File: config.mk
export PLATFORM = sky130hd
export DESIGN_NAME = fb_div_swallow_ctrl
export DESIGN_NICKNAME = d
export VERILOG_FILES = /design/src/rtl/fb_div_pkg.sv /design/src/rtl/fb_div_cfg_sanitize.sv /design/src/rtl/fb_div_swallow_ctrl.sv
export SDC_FILE = /design/constraint.sdc
export NUM_CORES = 1
export LEC_CHECK = 0
export BUFFER_PORTS_ARGS = -buffer_cell sky130_fd_sc_hd__buf_2
export CAP_MARGIN = 30
export CORE_UTILIZATION = 35
export DETAILED_ROUTE_END_ITERATION = 6
export HOLD_SLACK_MARGIN = 0.03
export MAX_ROUTING_LAYER = met4
export REMOVE_ABC_BUFFERS = 1
export SYNTH_ARGS = -nofsm -noshare
export SYNTH_HDL_FRONTEND = slang
export SYNTH_SLANG_ARGS = --single-unit
File: constraint.sdc
create_clock -name clk1G28 -period 7.05 [get_ports clk1G28]
set_input_delay 2.115 -clock clk1G28 [delete_from_list [all_inputs] [get_ports clk1G28]]
set_output_delay 2.115 -clock clk1G28 [all_outputs]
set_load 0.05 [all_outputs]
File: src/rtl/fb_div_pkg.sv
// Shared definitions for the PLL feedback-divider pulse-swallow controller.
// Holds the default counter width, the minimum legal P, the reset-time P/S
// program values and the controller FSM state encoding.
package fb_div_pkg;

   localparam int CNT_WIDTH     = 6;
   localparam int DIV_P_MIN     = 2;
   localparam int DIV_P_DEFAULT = 32;
   localparam int DIV_S_DEFAULT = 0;

   typedef enum logic {
      IDLE = 1'b0,
      RUN  = 1'b1
   } state_t;

endpackage

File: src/rtl/fb_div_cfg_sanitize.sv
// Combinational clamp of the programmed divider values.
//   divP, divS : raw programmed P / S
//   pNext      : P clamped to at least DIV_P_MIN
//   sNext      : S clamped to at most the clamped P
//   err        : high when either value had to be clamped
// S is compared against the already-clamped P, so divS==pNext stays legal
// (whole period swallowed, N = 3P).
module fb_div_cfg_sanitize
   import fb_div_pkg::*;
#(
   parameter int CNT_WIDTH = fb_div_pkg::CNT_WIDTH
) (
   input  logic [CNT_WIDTH-1:0] divP,
   input  logic [CNT_WIDTH-1:0] divS,
   output logic [CNT_WIDTH-1:0] pNext,
   output logic [CNT_WIDTH-1:0] sNext,
   output logic                 err
);

   localparam logic [CNT_WIDTH-1:0] P_MIN = CNT_WIDTH'(DIV_P_MIN);

   logic err_p;
   logic err_s;

   always_comb begin
      pNext = divP;
      err_p = 1'b0;
      if (divP < P_MIN) begin
         pNext = P_MIN;
         err_p = 1'b1;
      end

      sNext = divS;
      err_s = 1'b0;
      if (divS > pNext) begin
         sNext = pNext;
         err_s = 1'b1;
      end

      err = err_p | err_s;
   end

endmodule

File: src/rtl/fb_div_swallow_ctrl.sv
// Pulse-swallow controller for the PLL feedback divider, clocked by the 2/3
// prescaler output. Each output period spans P prescaler cycles; skip is high
// for the first S of them, giving N = 2*P + S at the prescaler input.
//   clk1G28     : prescaler output clock (only clock)
//   rst         : asynchronous active-high reset
//   enable      : run request, honoured only at a period boundary
//   divP, divS  : programmed P and S, latched at a period boundary
//   skip        : prescaler divide-by-3 request for this cycle
//   clkOut      : divided feedback clock, high for floor(P/2) cycles
//   periodStart : one-cycle strobe on the first cycle of each period
//   cfgErr      : sticky, set when a latched divP/divS had to be clamped
// All outputs are flops decoded from next-state values, so each output
// cycle lines up with the counter value held in that same cycle.
module fb_div_swallow_ctrl
   import fb_div_pkg::*;
#(
   parameter int CNT_WIDTH     = fb_div_pkg::CNT_WIDTH,
   parameter int DIV_P_DEFAULT = fb_div_pkg::DIV_P_DEFAULT,
   parameter int DIV_S_DEFAULT = fb_div_pkg::DIV_S_DEFAULT
) (
   input  logic                 clk1G28,
   input  logic                 rst,
   input  logic                 enable,
   input  logic [CNT_WIDTH-1:0] divP,
   input  logic [CNT_WIDTH-1:0] divS,
   output logic                 skip,
   output logic                 clkOut,
   output logic                 periodStart,
   output logic                 cfgErr
);

   localparam logic [CNT_WIDTH-1:0] ONE = CNT_WIDTH'(1);

   state_t               state, state_n;
   logic [CNT_WIDTH-1:0] cnt, cnt_n;
   logic [CNT_WIDTH-1:0] p_lat, p_lat_n;
   logic [CNT_WIDTH-1:0] s_lat, s_lat_n;
   logic                 skip_n, clk_out_n, period_start_n, cfg_err_n;

   logic [CNT_WIDTH-1:0] p_san, s_san;
   logic                 san_err;
   logic                 latch;

   fb_div_cfg_sanitize #(
      .CNT_WIDTH (CNT_WIDTH)
   ) u_sanitize (
      .divP  (divP),
      .divS  (divS),
      .pNext (p_san),
      .sNext (s_san),
      .err   (san_err)
   );

   always_ff @(posedge clk1G28 or posedge rst) begin
      if (rst) begin
         state       <= IDLE;
         cnt         <= '0;
         p_lat       <= CNT_WIDTH'(DIV_P_DEFAULT);
         s_lat       <= CNT_WIDTH'(DIV_S_DEFAULT);
         skip        <= 1'b0;
         clkOut      <= 1'b0;
         periodStart <= 1'b0;
         cfgErr      <= 1'b0;
      end else begin
         state       <= state_n;
         cnt         <= cnt_n;
         p_lat       <= p_lat_n;
         s_lat       <= s_lat_n;
         skip        <= skip_n;
         clkOut      <= clk_out_n;
         periodStart <= period_start_n;
         cfgErr      <= cfg_err_n;
      end
   end

   always_comb begin
      state_n = state;
      cnt_n   = cnt;
      latch   = 1'b0;

      unique case (state)
         IDLE: begin
            cnt_n = '0;
            if (enable) begin
               state_n = RUN;
               latch   = 1'b1;
            end
         end
         RUN: begin
            // Terminal count: the period always completes before enable is
            // looked at, so there is never a runt output clock.
            if (cnt == p_lat - ONE) begin
               cnt_n = '0;
               if (enable) latch   = 1'b1;
               else        state_n = IDLE;
            end else begin
               cnt_n = cnt + ONE;
            end
         end
         default: begin
            state_n = IDLE;
            cnt_n   = '0;
         end
      endcase

      p_lat_n = latch ? p_san : p_lat;
      s_lat_n = latch ? s_san : s_lat;

      period_start_n = latch;
      skip_n         = (state_n == RUN) && (cnt_n < s_lat_n);
      clk_out_n      = (state_n == RUN) && (cnt_n < (p_lat_n >> 1));
      cfg_err_n      = cfgErr | (latch & san_err);
   end

endmodule
; ---- Word level (Yosys, flattened, before mapping)
; Index checks and enable logic that the tools add are counted.
[word_totals]
ff_bits = 23
out_inout_bits = 4
[op_classes]
n_addsub = 2
order_cmp = 4
eq_ne = 1
muxes = 13
n_bitwise = 4
n_reduce_logical = 2
[op_table]
columns = operator, n
row1 = 2-to-1 mux 6 bit, 5
row2 = case mux 6 bit (2 select lines), 1
row3 = "adder 6 x 1 -> 6 bit, second input constant", 1
row4 = equality test 6 bit, 1
row5 = greater-than comparator 6 bit, 1
row6 = "< comparator 6 x 2 -> 1 bit, second input constant", 1
row7 = < comparator 6 x 5 -> 1 bit, 1
row8 = < comparator 6 bit, 1
row9 = "subtractor 6 x 1 -> 6 bit, second input constant", 1
row10 = 2-to-1 mux 1 bit, 5
row11 = case mux 1 bit (2 select lines), 2
row12 = logical AND 1 bit, 2
row13 = bitwise OR 1 bit, 2
row14 = AND 1 bit, 1
row15 = NOT 1 bit, 1

; ---- Logic depth before layout (Yosys ltp)
; Gate-level depths: netlist of the first run.
[logic_depth]
depth_word = 7
depth_mapped = 16
ltp_nobuf = 16

; ---- Hierarchy
; From an unflattened synthesis of the first run, not the netlist that was laid out.
[unflattened]
cells_unflattened = 167
hier_area_um2 = 1783.0
[by_module_without_submodules]
columns = mod, instances, cells_per_inst, area_per_inst_um2, seq_area_each_um2
row1 = fb_div_swallow_ctrl, 1, 132, 1477.7, 576.8
row2 = fb_div_cfg_sanitize, 1, 35, 305.3, 0.0

; ---- Worst setup path after synthesis of the first run
; No wires, ideal clock.
[synth_timing]
kind = input port to flip-flop
start = in divP[4]
end = reg skip
t_arrival_ps = 5261
setup_slack_ps = 1707
stages = 15
cell_sequence = nor4_1 > nor2b_1 > nor2b_1 > ha_1 > and3_1 > a31oi_1 > mux2_1 > mux2i_1 > ha_1 > a21o_1 > a21o_1 > a21oi_1 > nor2b_1 > a32oi_1 > o22ai_1
[synth_via]
elab_chain_len = 7
[synth_rtl]
columns = element, line_no
row1 = from (decl), fb_div_swallow_ctrl.sv:24  ; input logic [CNT_WIDTH-1:0] divP,
row2 = < comparator 6 x 2 -> 1 bit *, fb_div_cfg_sanitize.sv:28  ; if (divP < P_MIN) begin
row3 = 2-to-1 mux 6 bit *, fb_div_cfg_sanitize.sv:28
row4 = named net p_san[0], fb_div_swallow_ctrl.sv:40  ; logic [CNT_WIDTH-1:0] p_san, s_san;
row5 = greater-than comparator 6 bit, fb_div_cfg_sanitize.sv:35  ; if (divS > pNext) begin
row6 = 2-to-1 mux 6 bit *, fb_div_cfg_sanitize.sv:35
row7 = 2-to-1 mux 6 bit *, fb_div_swallow_ctrl.sv:107  ; s_lat_n = latch ? s_san : s_lat;
row8 = < comparator 6 bit *, fb_div_swallow_ctrl.sv:110  ; skip_n = (state_n == RUN) && (cnt_n < s_lat_n);
row9 = logical AND 1 bit *, fb_div_swallow_ctrl.sv:110
row10 = named net skip_n, fb_div_swallow_ctrl.sv:38  ; logic skip_n, clk_out_n, period_start_n, cfg_err_n;
row11 = to (signal assigned), fb_div_swallow_ctrl.sv:69  ; skip <= skip_n;
row12 = to (decl), fb_div_swallow_ctrl.sv:26  ; output logic skip,
; The timed path passes the listed nets; every way through them passes the cells marked *.
; A chain may end at the register's enable or synchronous reset.

; ---- Worst setup path after layout of the first run
; Same ends and word-level chain as after synthesis.

==> impl_results.md, run 1 <==
* Port Buffer Count at 18
* Post-CTS Setup Bufs at 0
* Share of layout cells above drive strength 1 at 0.2169
* M3 GR Usage at 0.02035
* Hold path endpoint: cfgErr
* Via count at ~1200
* GR Util met2 at 0.2665
* Clk_skew at 3.761 ps
* DRC violations left at 0
* Min-Delay Path Class: flip-flop to flip-flop
* Vias in the first global route at 1233
* Reg2reg end: skip
* Worst Tran Pin Value at between 800 and 900 ps
* R2R Setup Slk at about 3300 ps
* Arr. time, crit path at between 5000 and 6000 ps
* Crit path kind: input pin to flip-flop
* VDD IR-drop max at roughly 0.21 mV
* # fillers at ~450
* Reg2Reg Depth at 14
* Startpoint types: input pin
* Area share of the leading cell type in the synthesized netlist at 0.3440
* Post-DRT Antenna Nets at 0
* # Max-Cap Violations at 0
* Post-synthesis mux area share at 0.1916
* Met1 usage at 0.1833
* Final setup fails at 0
* Largest net degree at the start of global routing at 25
* Fin. Hold Viols at 0
* Slew Viols, Final at 0
* WHS at between 400 and 500 ps
* Fin nets at approximately 200
* Fmax at ~180 MHz
* Die Y at roughly 70 um
* XOR/XNOR Fraction of Synth Area at 0.06020
* Post-Route WL at 3.493 mm
* Status: completed
* Register area share after synthesis at 0.3604
* Die width at just under 70 um
* Max_slew headroom at 0.4078
* Largest family of logic cells by synthesized area: multiplexers
* Global-route wire length before repair at ~5.8 mm
* Final Wtd Congestion at roughly 0.8
* Post-synth EDFFs at 0
* Tcrit/Tclk final at 0.8090
* Area grow syn2layout at 11.73%
* Final instance area at 1788 um2
* RSZ-0062 raised after global routing: no
* Ports at 19
* HP Start: cfgErr
* Simple-gate portion of the synthesized area at 0.1165
* Power Density at 501.2 nW/um2
* Ys Warns at 0
* CP Max Fanout at 8
* Syn Area/Cell at roughly 11 um2
* Leakage at between 0.9 and 1 nW
* Ant. Diodes at 0
* Die area at approximately 4800 um2
* Cts bufs inserted at 3
* Cells on Worst Hold Path at 1
* Compound-Gate Fraction of Synth Area at 0.1016
* Clock buffer depth at 2
* DPL Wire Length at 2.694 mm
* Area share of fa/ha/maj cells after synthesis at 0.1329
* Cell taking the most area after synthesis: dfrtp_1
* Clock slew at reported path FFs at roughly 90 ps
* Clock root buffer: clkbuf_8
* Clk sink count at 23
* Post_cts resized at 0
* Area of placed instances at between 1500 and 2000 um2
* Area contributors post-synth: dfrtp_1 (34%), ha_1 (13%), mux2_4 (6.6%), mux2_1 (6.3%), mux2i_1 (6.3%)
* Async SR Flop Fraction at 1.000
* Syn Inst Count at approximately 150
* Pre-antenna DRT Iters at 4
* Final global-route overflow total at 0
* Hold buffers post-CTS at 0
* CTS tree: yes
* Top FF cell, synth: dfrtp_1
* Clock Latency Late Sink at 270 ps
* Critical path data required time at approximately 7200 ps
* Initial antenna violation count at 0
* Setup_tns at 0 ps
* Flops & latches, synth at 23
* Routed vias/inst at between 5 and 6
* Mapped Area at between 1500 and 2000 um2
* Critical Path Sink Type: flip-flop
* Grt peak-use layer: met2
* Distinct cells, synth at 37
* Iter 0 DRT Violations at 42
* Final min period at about 5700 ps
* Rows at 24
* Reg2reg start: p_lat[0]
* Aggregate global-route resource usage at 0.1549
* WL/cell at 16.02 um
* Initial Utilization at 0.3650
* Max H-tree Level at 1
* Core Area at between 4000 and 5000 um2
==> stage by stage <==
step	std cells	total power [mW]	setup slack, ps	util
floorplan	143	0.6735	1693	-
global placement	214	0.7715	1298	0.3973
detailed placement	214	0.8037	1112	0.3973
CTS	218	0.9014	1369	0.4078
global route	218	0.9689	1127	0.4078
finish	218	0.8962	1346	0.4078
==> worst max path at each step <==
stage | from | end | slack, ps | cells past startpoint
after global placement | divP[4] | skip | 1300 | 16
after global routing | divP[4] | skip | 1130 | 16
after CTS | divP[4] | skip | 1370 | 16
after detailed placement | divP[4] | skip | 1110 | 16
final | divP[4] | skip | 1350 | 16
after floorplan | divP[4] | skip | 1690 | 15
==> flip-flops by register name, indices dropped and copies added, names as in the netlist <==
| signal | flops |
|---|---|
| cnt | 6 |
| skip | 1 |
| cfgErr | 1 |
| p_lat | 6 |
| s_lat | 6 |
| clkOut | 1 |
| periodStart | 1 |
| state | 1 |
==> routing by layer <==
metal / part of all wire / vias up
li1: - / 568
met1: 0.44 / 577
met2: 0.51 / 23
met3: 0.024 / 7
met4: 0.022 / 0
met5: 0 / -
==> layout make-up <==
cell class | count | area [um2] | area share
multi-input combinational | 110 | 964.7 | 0.5395
tap | 52 | 65.06 | 0.03639
clock inverter | 1 | 5.005 | 0.002799
sequential | 23 | 576.8 | 0.3226
inverter | 10 | 37.54 | 0.02099
clock buffer | 3 | 41.29 | 0.02309
timing repair buffer | 19 | 97.59 | 0.05458
==> power breakdown <==
| part | switching, mW | internal (mW) | total [mW] | leakage [nW] |
|---|---|---|---|---|
| Combinational | 0.293 | 0.257 | 0.550 | 0.653 |
| Sequential | 0.0620 | 0.199 | 0.261 | 0.274 |
| Clock | 0.0450 | 0.0396 | 0.0845 | 0.0255 |
==> synthesized netlist by cell type (4+ instances only) <==
master,n
dfrtp_1,22
nor2b_1,4
mux2i_1,10
nand3_1,4
a21oi_1,6
mux2_1,9
inv_1,9
mux2_4,7
xnor2_1,5
xor2_1,6
nand2b_1,4
ha_1,17
a21o_1,5
nor2_1,10
==> layout by cell type (no fill, tap or decap), types with 5 or more instances in the layout <==
cell type  synthesis  layout
a21o_1             5       5
a21oi_1            6       6
buf_2              2      18
dfrtp_1           22      22
ha_1              17      17
inv_1              9       9
mux2_1             9       9
mux2_4             7       7
mux2i_1           10      10
nor2_1            10      10
xnor2_1            5       5
xor2_1             6       6
==> critical path, cell delays in order <==
cell and delay (ps):
buf_2 130, nor4_1 460, nor2b_1 260, nor2b_1 100, ha_1 280, and3_1 150
a31oi_1 580, mux2_1 410, mux2i_1 160, ha_1 270, a21o_1 150, a21o_1 170
a21oi_1 210, nor2b_1 200, a32oi_1 110, o22ai_1 140
==> cells by family after synthesis <==
| group | count (synthesis) |
|---|---|
| and+or+nand+nor | 33 |
| muxes | 26 |
| AOI/OAI and AO/OA | 23 |
| DFF | 23 |
| adders and majority gates | 17 |
| buffers and inverters | 13 |
| xor gates and xnor gates | 11 |
Note: power is estimated with default switching activity, not from simulation.
==> inputs of run 2 (changes only) <==
- clock period: 7.05 -> 5.1 ns (I/O delays scaled with it)
==> impl_results.md, run 2 (synthesis gave the netlist of run 1 again) <==
* Sw Share at 0.4390 (-0.007079)
* Fin nets at 202 (+1.5%)
* Critical path, cell by cell: buf_2 > nor4_2 > nor2b_1 > nor2b_1 > ha_1 > and3_1 > a31oi_1 > mux2_1 > mux2i_1 > ha_1 > a21o_1 > a21o_1 > a21oi_1 > nor2b_1 > a32oi_1 > o22ai_1
* Commonest non-fill, non-tap cell in the layout: dfrtp_1
* # Max-Cap Violations at 0 (unchanged)
* Initial antenna violation count at 0 (unchanged)
* Grt peak-use layer: met2
* Clock slew at reported path FFs at 80 ps (about the same)
* Largest registers: cnt x6, p_lat x6, s_lat x6
* Worst Tran Pin Value at 868.9 ps (-18.43 ps)
* Finished Layout Cells at 221 (+1.4%)
* Startpoint types: input pin
* Power share of the clock group at 0.094 (about the same)
* Aggregate global-route resource usage at 0.1609 (+0.005958)
* Clk_skew at 3.644 ps (-0.1171 ps)
* Ant. Diodes at 0 (unchanged)
* Hold buffers post-CTS at 0 (unchanged)
* Clock Latency Late Sink at 270 ps (about the same)
* Max_slew headroom at 0.4201 (+0.01230)
* Critical path data required time at 5290 ps (-1950 ps)
* Post-DRT Antenna Nets at 0 (unchanged)
* Initial Utilization at 0.3650 (unchanged)
* Iter 0 DRT Violations at 35 (-17%)
* Comb power frac at 0.612 (-0.002)
* Largest stage delay, worst path at 390 ps (-190 ps)
* Die Y at 69.62 um (unchanged)
* Final global-route overflow total at 0 (unchanged)
* Share of layout cells above drive strength 1 at 0.2367 (+0.01982)
* Post-Route WL at 3.385 mm (-3.1%)
* Leakage at 0.9661 nW (+1.5%)
* Met1 usage at 0.1943 (+0.01097)
* Dpl cells at 217 (+1.4%)
* Critical Path Slowest Stage Cell: mux2_1
* Die area at 4847 um2 (unchanged)
* Commonest non-fill, non-tap cells in the layout: dfrtp_1 (22), buf_2 (18), ha_1 (17)
* Port Buffer Count at 18 (unchanged)
* Clock root buffer: clkbuf_8
* Core Area at 4384 um2 (unchanged)
* Largest net degree at the start of global routing at 24 (-4.0%)
* Via count at 1140 (-3.0%)
* Rows at 24 (unchanged)
* CP Max Fanout at 5 (-3)
* Pre-antenna DRT Iters at 4 (unchanged)
* Psw at 538.2 uW (+35%)
* Global-route wire length before repair at 6.030 mm (+4.0%)
* Crit path kind: input pin to flip-flop
* Area of placed instances at 1764 um2 (+1.3%)
* Area grow syn2layout at 13.53%
* DPL Wire Length at 2.697 mm (about the same)
* WHS at 483.1 ps (+2.534 ps)
* DRC violations left at 0 (unchanged)
* Clock buffer depth at 2 (unchanged)
* Clk sink count at 23 (unchanged)
* Final min period at between 4000 and 5000 ps
* Max H-tree Level at 1 (unchanged)
* Register area at 576.8 um2 (unchanged)
* Ports at 19 (unchanged)
* CTS tree: yes
* R2R Setup Slk at 1460 ps (-1880 ps)
* Power Density at 674.9 nW/um2 (+35%)
* GR Util met2 at 0.2837 (+0.01726)
* Footprint of the multi-input gates at 970.9 um2 (+0.65%)
* Setup_tns at 0 ps (unchanged)
* Die width at 69.62 um (unchanged)
* Min-Delay Path Class: flip-flop to flip-flop
* Critical Path Sink Type: flip-flop
* Cts bufs inserted at 3 (unchanged)
* RSZ-0062 raised after global routing: no
* Internal power at 687.9 uW (+39%)
* Final setup fails at 0 (unchanged)
* Status: completed
* Slew Viols, Final at 0 (unchanged)
* M3 GR Usage at 0.01744 (-0.002907)
* Fmax at about 210 MHz
* Tcrit/Tclk final at 0.9219
* Arr. time, crit path at 4890 ps (-1000 ps)
* Final Wtd Congestion at 0.7899 (+0.36%)
* # fillers at 446 (-1.8%)
* Vias in the first global route at 1255 (+1.8%)
* Final instance area at 1817 um2 (+1.6%)
* Reg power frac at 0.295 (+0.003)
* Routed vias/inst at 5.158 (-4.3%)
* VDD IR-drop max at 0.2748 mV (+32%)
* WL/cell at 15.32 um (-4.4%)
* Fin. Hold Viols at 0 (unchanged)
* Crit path top cell by count: nor2b_1
run 2: per-stage QoR:
step	util	total power, mW	setup WS [ps]
finish	0.4144	1.226	398.1
CTS	0.4130	1.236	281.3
global placement	0.4024	1.085	183.2
floorplan	-	0.9309	328.2
detailed placement	0.4024	1.117	21.06
global route	0.4144	1.334	57.73
run 2: final timing paths:
kind | from | cells after the start | endpoint
max | divP[4] | 16 | skip
min | cfgErr | 1 | cfgErr
max reg2reg | p_lat[0] | 14 | skip
min reg2reg | cfgErr | 1 | cfgErr
max in group asynchronous | rst | 2 | cnt[5]
min in group asynchronous | rst | 2 | p_lat[1]
run 2: worst max-delay path, delay by kind of cell:
family	cells	cell delay, ps
compound gates	6	1060
simple gates	5	1050
mux	2	570
fa+ha+maj	2	540
buf+inv	1	130
run 2: repair_timing:
action | CTS | global route
setup buffers | 0 | 0
gates resized for setup | 0 | 1
endpoints found under the setup margin | 0 | 1
run 2: power by group through the flow:
stage | Sequential, mW | Combinational [mW] | Clock [mW]
6_report | 0.361 | 0.750 | 0.115
5_1_grt | 0.374 | 0.835 | 0.124
4_1_cts | 0.360 | 0.758 | 0.117
3_5_place_dp | 0.363 | 0.754 | 0
3_3_place_gp | 0.361 | 0.724 | 0
2_1_floorplan | 0.387 | 0.544 | 0
run 2: area by class of cell:
type,instances,share of cell area
clock buffers,3,0.02273
clock inverters,1,0.002755
inverters,10,0.02066
multi-input cells,110,0.5344
flip-flops and latches,23,0.3175
well taps,52,0.03581
repair buffers,22,0.06612
run 2: routing by layer:
layer,part of all wire,wire length (um)
met4,0.0097,33
met1,0.46,1547
met3,0.022,76
met2,0.51,1728
met5,0,0
==> inputs of run 3 (changes only) <==
- RECOVER_POWER: unset -> 100
- TNS_END_PERCENT: unset -> 50
==> impl_results.md, run 3 (synthesis gave the netlist of run 1 again) <==
* Slew Viols, Final at 0 (unchanged)
* Die Y at 69.62 um (unchanged)
* Critical path data required time at 5290 ps (about the same)
* Largest registers: cnt x6, p_lat x6, s_lat x6
* Rows at 24 (unchanged)
* Max_slew headroom at 0.4165 (-0.003597)
* Worst Tran Pin Value at 874.3 ps (+5.390 ps)
* # Max-Cap Violations at 0 (unchanged)
* Finished Layout Cells at 221 (unchanged)
* Fmax at 213.0 MHz (+0.15%)
* Initial Utilization at 0.3650 (unchanged)
* Arr. time, crit path at 4880 ps (about the same)
* R2R Setup Slk at 860 ps (-600 ps)
* Setup_tns at 0 ps (unchanged)
* Critical path, cell by cell: clkbuf_2 > nor4_2 > nor2b_1 > nor2b_1 > ha_1 > and3_1 > a31oi_1 > mux2_1 > mux2i_1 > ha_1 > a21o_1 > a21o_1 > a21oi_1 > nor2b_1 > a32oi_1 > o22ai_1
* Final setup fails at 0 (unchanged)
* Hold path endpoint: cfgErr
* Iter 0 DRT Violations at 49 (+40%)
* Status: completed
* Final instance area at 1759 um2 (-3.2%)
* Top delay family on crit path: simple AND/OR/NAND/NOR gates
* Clock root buffer: clkbuf_8
* Fin nets at 202 (unchanged)
* Post-DRT Antenna Nets at 0 (unchanged)
* Area of placed instances at 1764 um2 (unchanged)
* Ant. Diodes at 0 (unchanged)
* DPL Wire Length at 2.697 mm (unchanged)
* Min-Delay Path Class: flip-flop to flip-flop
* Power Density at 667.8 nW/um2 (-1.1%)
* Startpoint types: input pin
* Reg2reg end: skip
* Clock Latency Late Sink at 270 ps (about the same)
* Die area at 4847 um2 (unchanged)
* Initial antenna violation count at 0 (unchanged)
* Dpl ws at 21.06 ps (unchanged)
* Final Wtd Congestion at 0.7899 (unchanged)
* Leakage at 0.9024 nW (-6.6%)
* Crit path kind: input pin to flip-flop
* Largest net degree at the start of global routing at 24 (unchanged)
* Vias in the first global route at 1255 (unchanged)
* Critical Path Sink Type: flip-flop
* Fin. Hold Viols at 0 (unchanged)
* Total Power at 1.175 mW (-4.2%)
* Tcrit/Tclk final at 0.9206 (-0.001375)
* WL/cell at 15.28 um (-0.27%)
* RSZ-0062 raised after global routing: no
* Commonest non-fill, non-tap cell in the layout: dfrtp_1
* Global-route wire length before repair at 6.030 mm (unchanged)
* Clock buffer depth at 2 (unchanged)
* Max H-tree Level at 1 (unchanged)
* Via count at 1148 (+0.70%)
* VDD IR-drop max at 0.2498 mV (-9.1%)
* Pre-antenna DRT Iters at 4 (unchanged)
* Hold buffers post-CTS at 0 (unchanged)
* Cts bufs inserted at 3 (unchanged)
* DRC violations left at 0 (unchanged)
* Share of layout cells above drive strength 1 at 0.1361 (-0.1006)
* Routed vias/inst at 5.195 (+0.70%)
* Clk_skew at 2.228 ps (-1.416 ps)
* WP buf/inv at 1 (unchanged)
* CP Max Fanout at 5 (unchanged)
* Largest stage delay, worst path at 380 ps (about the same)
* Clk sink count at 23 (unchanged)
* Ports at 19 (unchanged)
* Cells on Worst Hold Path at 1 (unchanged)
* Post_cts resized at 0 (unchanged)
* CTS tree: yes
* Reg2reg start: p_lat[0]
* Critical Path Slowest Stage Cell: nor4_2
* Crit path top cell by count: nor2b_1
* Die width at 69.62 um (unchanged)
* Port Buffer Count at 18 (unchanged)
* Commonest non-fill, non-tap cells in the layout: dfrtp_1 (22), ha_1 (17), mux2_1 (15)
* Post-Route WL at 3.376 mm (-0.27%)
* Dpl cells at 217 (unchanged)
* Post-CTS Setup Bufs at 0 (unchanged)
* Aggregate global-route resource usage at 0.1609 (unchanged)
* Final global-route overflow total at 0 (unchanged)
* Final min period at 4695 ps (-7.010 ps)
* Setup WS post-layout at 405.2 ps (+7.010 ps)
* Reg2Reg Depth at 14 (unchanged)
* Core Area at 4384 um2 (unchanged)
* HP Start: cfgErr
* Clock slew at reported path FFs at 80 ps (about the same)
* Area grow syn2layout at 9.930%
-- run 3: report_power, final --
| group | leakage (nW) | internal, mW | switching (mW) |
|---|---|---|---|
| sequential | 0.274 | 0.276 | 0.0822 |
| combinational | 0.603 | 0.318 | 0.383 |
| clock | 0.0255 | 0.0546 | 0.0606 |
| total | 0.902 | 0.649 | 0.526 |
-- run 3: worst register-to-register path: cells and delay by family (launching register included) --
kind | cells | cell delay (ps)
DFF | 1 | 430
adders and majority gates | 1 | 280
and+or+nand+nor | 4 | 1430
buffers and inverters | 1 | 410
muxes | 1 | 360
AOI/OAI and AO/OA | 6 | 1160
xor gates and xnor gates | 1 | 90
-- run 3: final cells by class --
type,count,area (um2)
Fill cell,462,2625
Multi-Input combinational cell,110,933.4
Sequential cell,23,576.8
Timing Repair Buffer,22,100.1
Tap cell,52,65.06
Clock buffer,3,41.29
Inverter,10,37.54
Clock inverter,1,5.005
-- run 3: stage by stage --
| stage | hold WS, ps | utilization |
|---|---|---|
| floorplan | 464.0 | - |
| global route | 513.7 | 0.4013 |
| CTS | 486.6 | 0.4130 |
| detailed placement | 460.0 | 0.4024 |
| finish | 486.9 | 0.4013 |
| global placement | 458.9 | 0.4024 |
-- run 3: worst max path at each step --
stage                 start    to  slack (ps)  depth (start not counted)
floorplan           divP[4]  skip         330                         15
global placement    divP[4]  skip         180                         16
detailed placement  divP[4]  skip          20                         16
CTS                 divP[4]  skip         280                         16
global route        divP[4]  skip          40                         17
finish              divP[4]  skip         410                         16
-- run 3: per-layer routing --
| layer | part of all wire | vias up | global-route usage | wire [um] |
|---|---|---|---|---|
| met3 | 0.019 | 4 | 0.01744 | 65 |
| met5 | 0 | - | - | 0 |
| met1 | 0.46 | 551 | 0.1943 | 1561 |
| met2 | 0.51 | 21 | 0.2837 | 1715 |
| met4 | 0.0098 | 0 | 0.04667 | 33 |
| li1 | - | 572 | - | - |
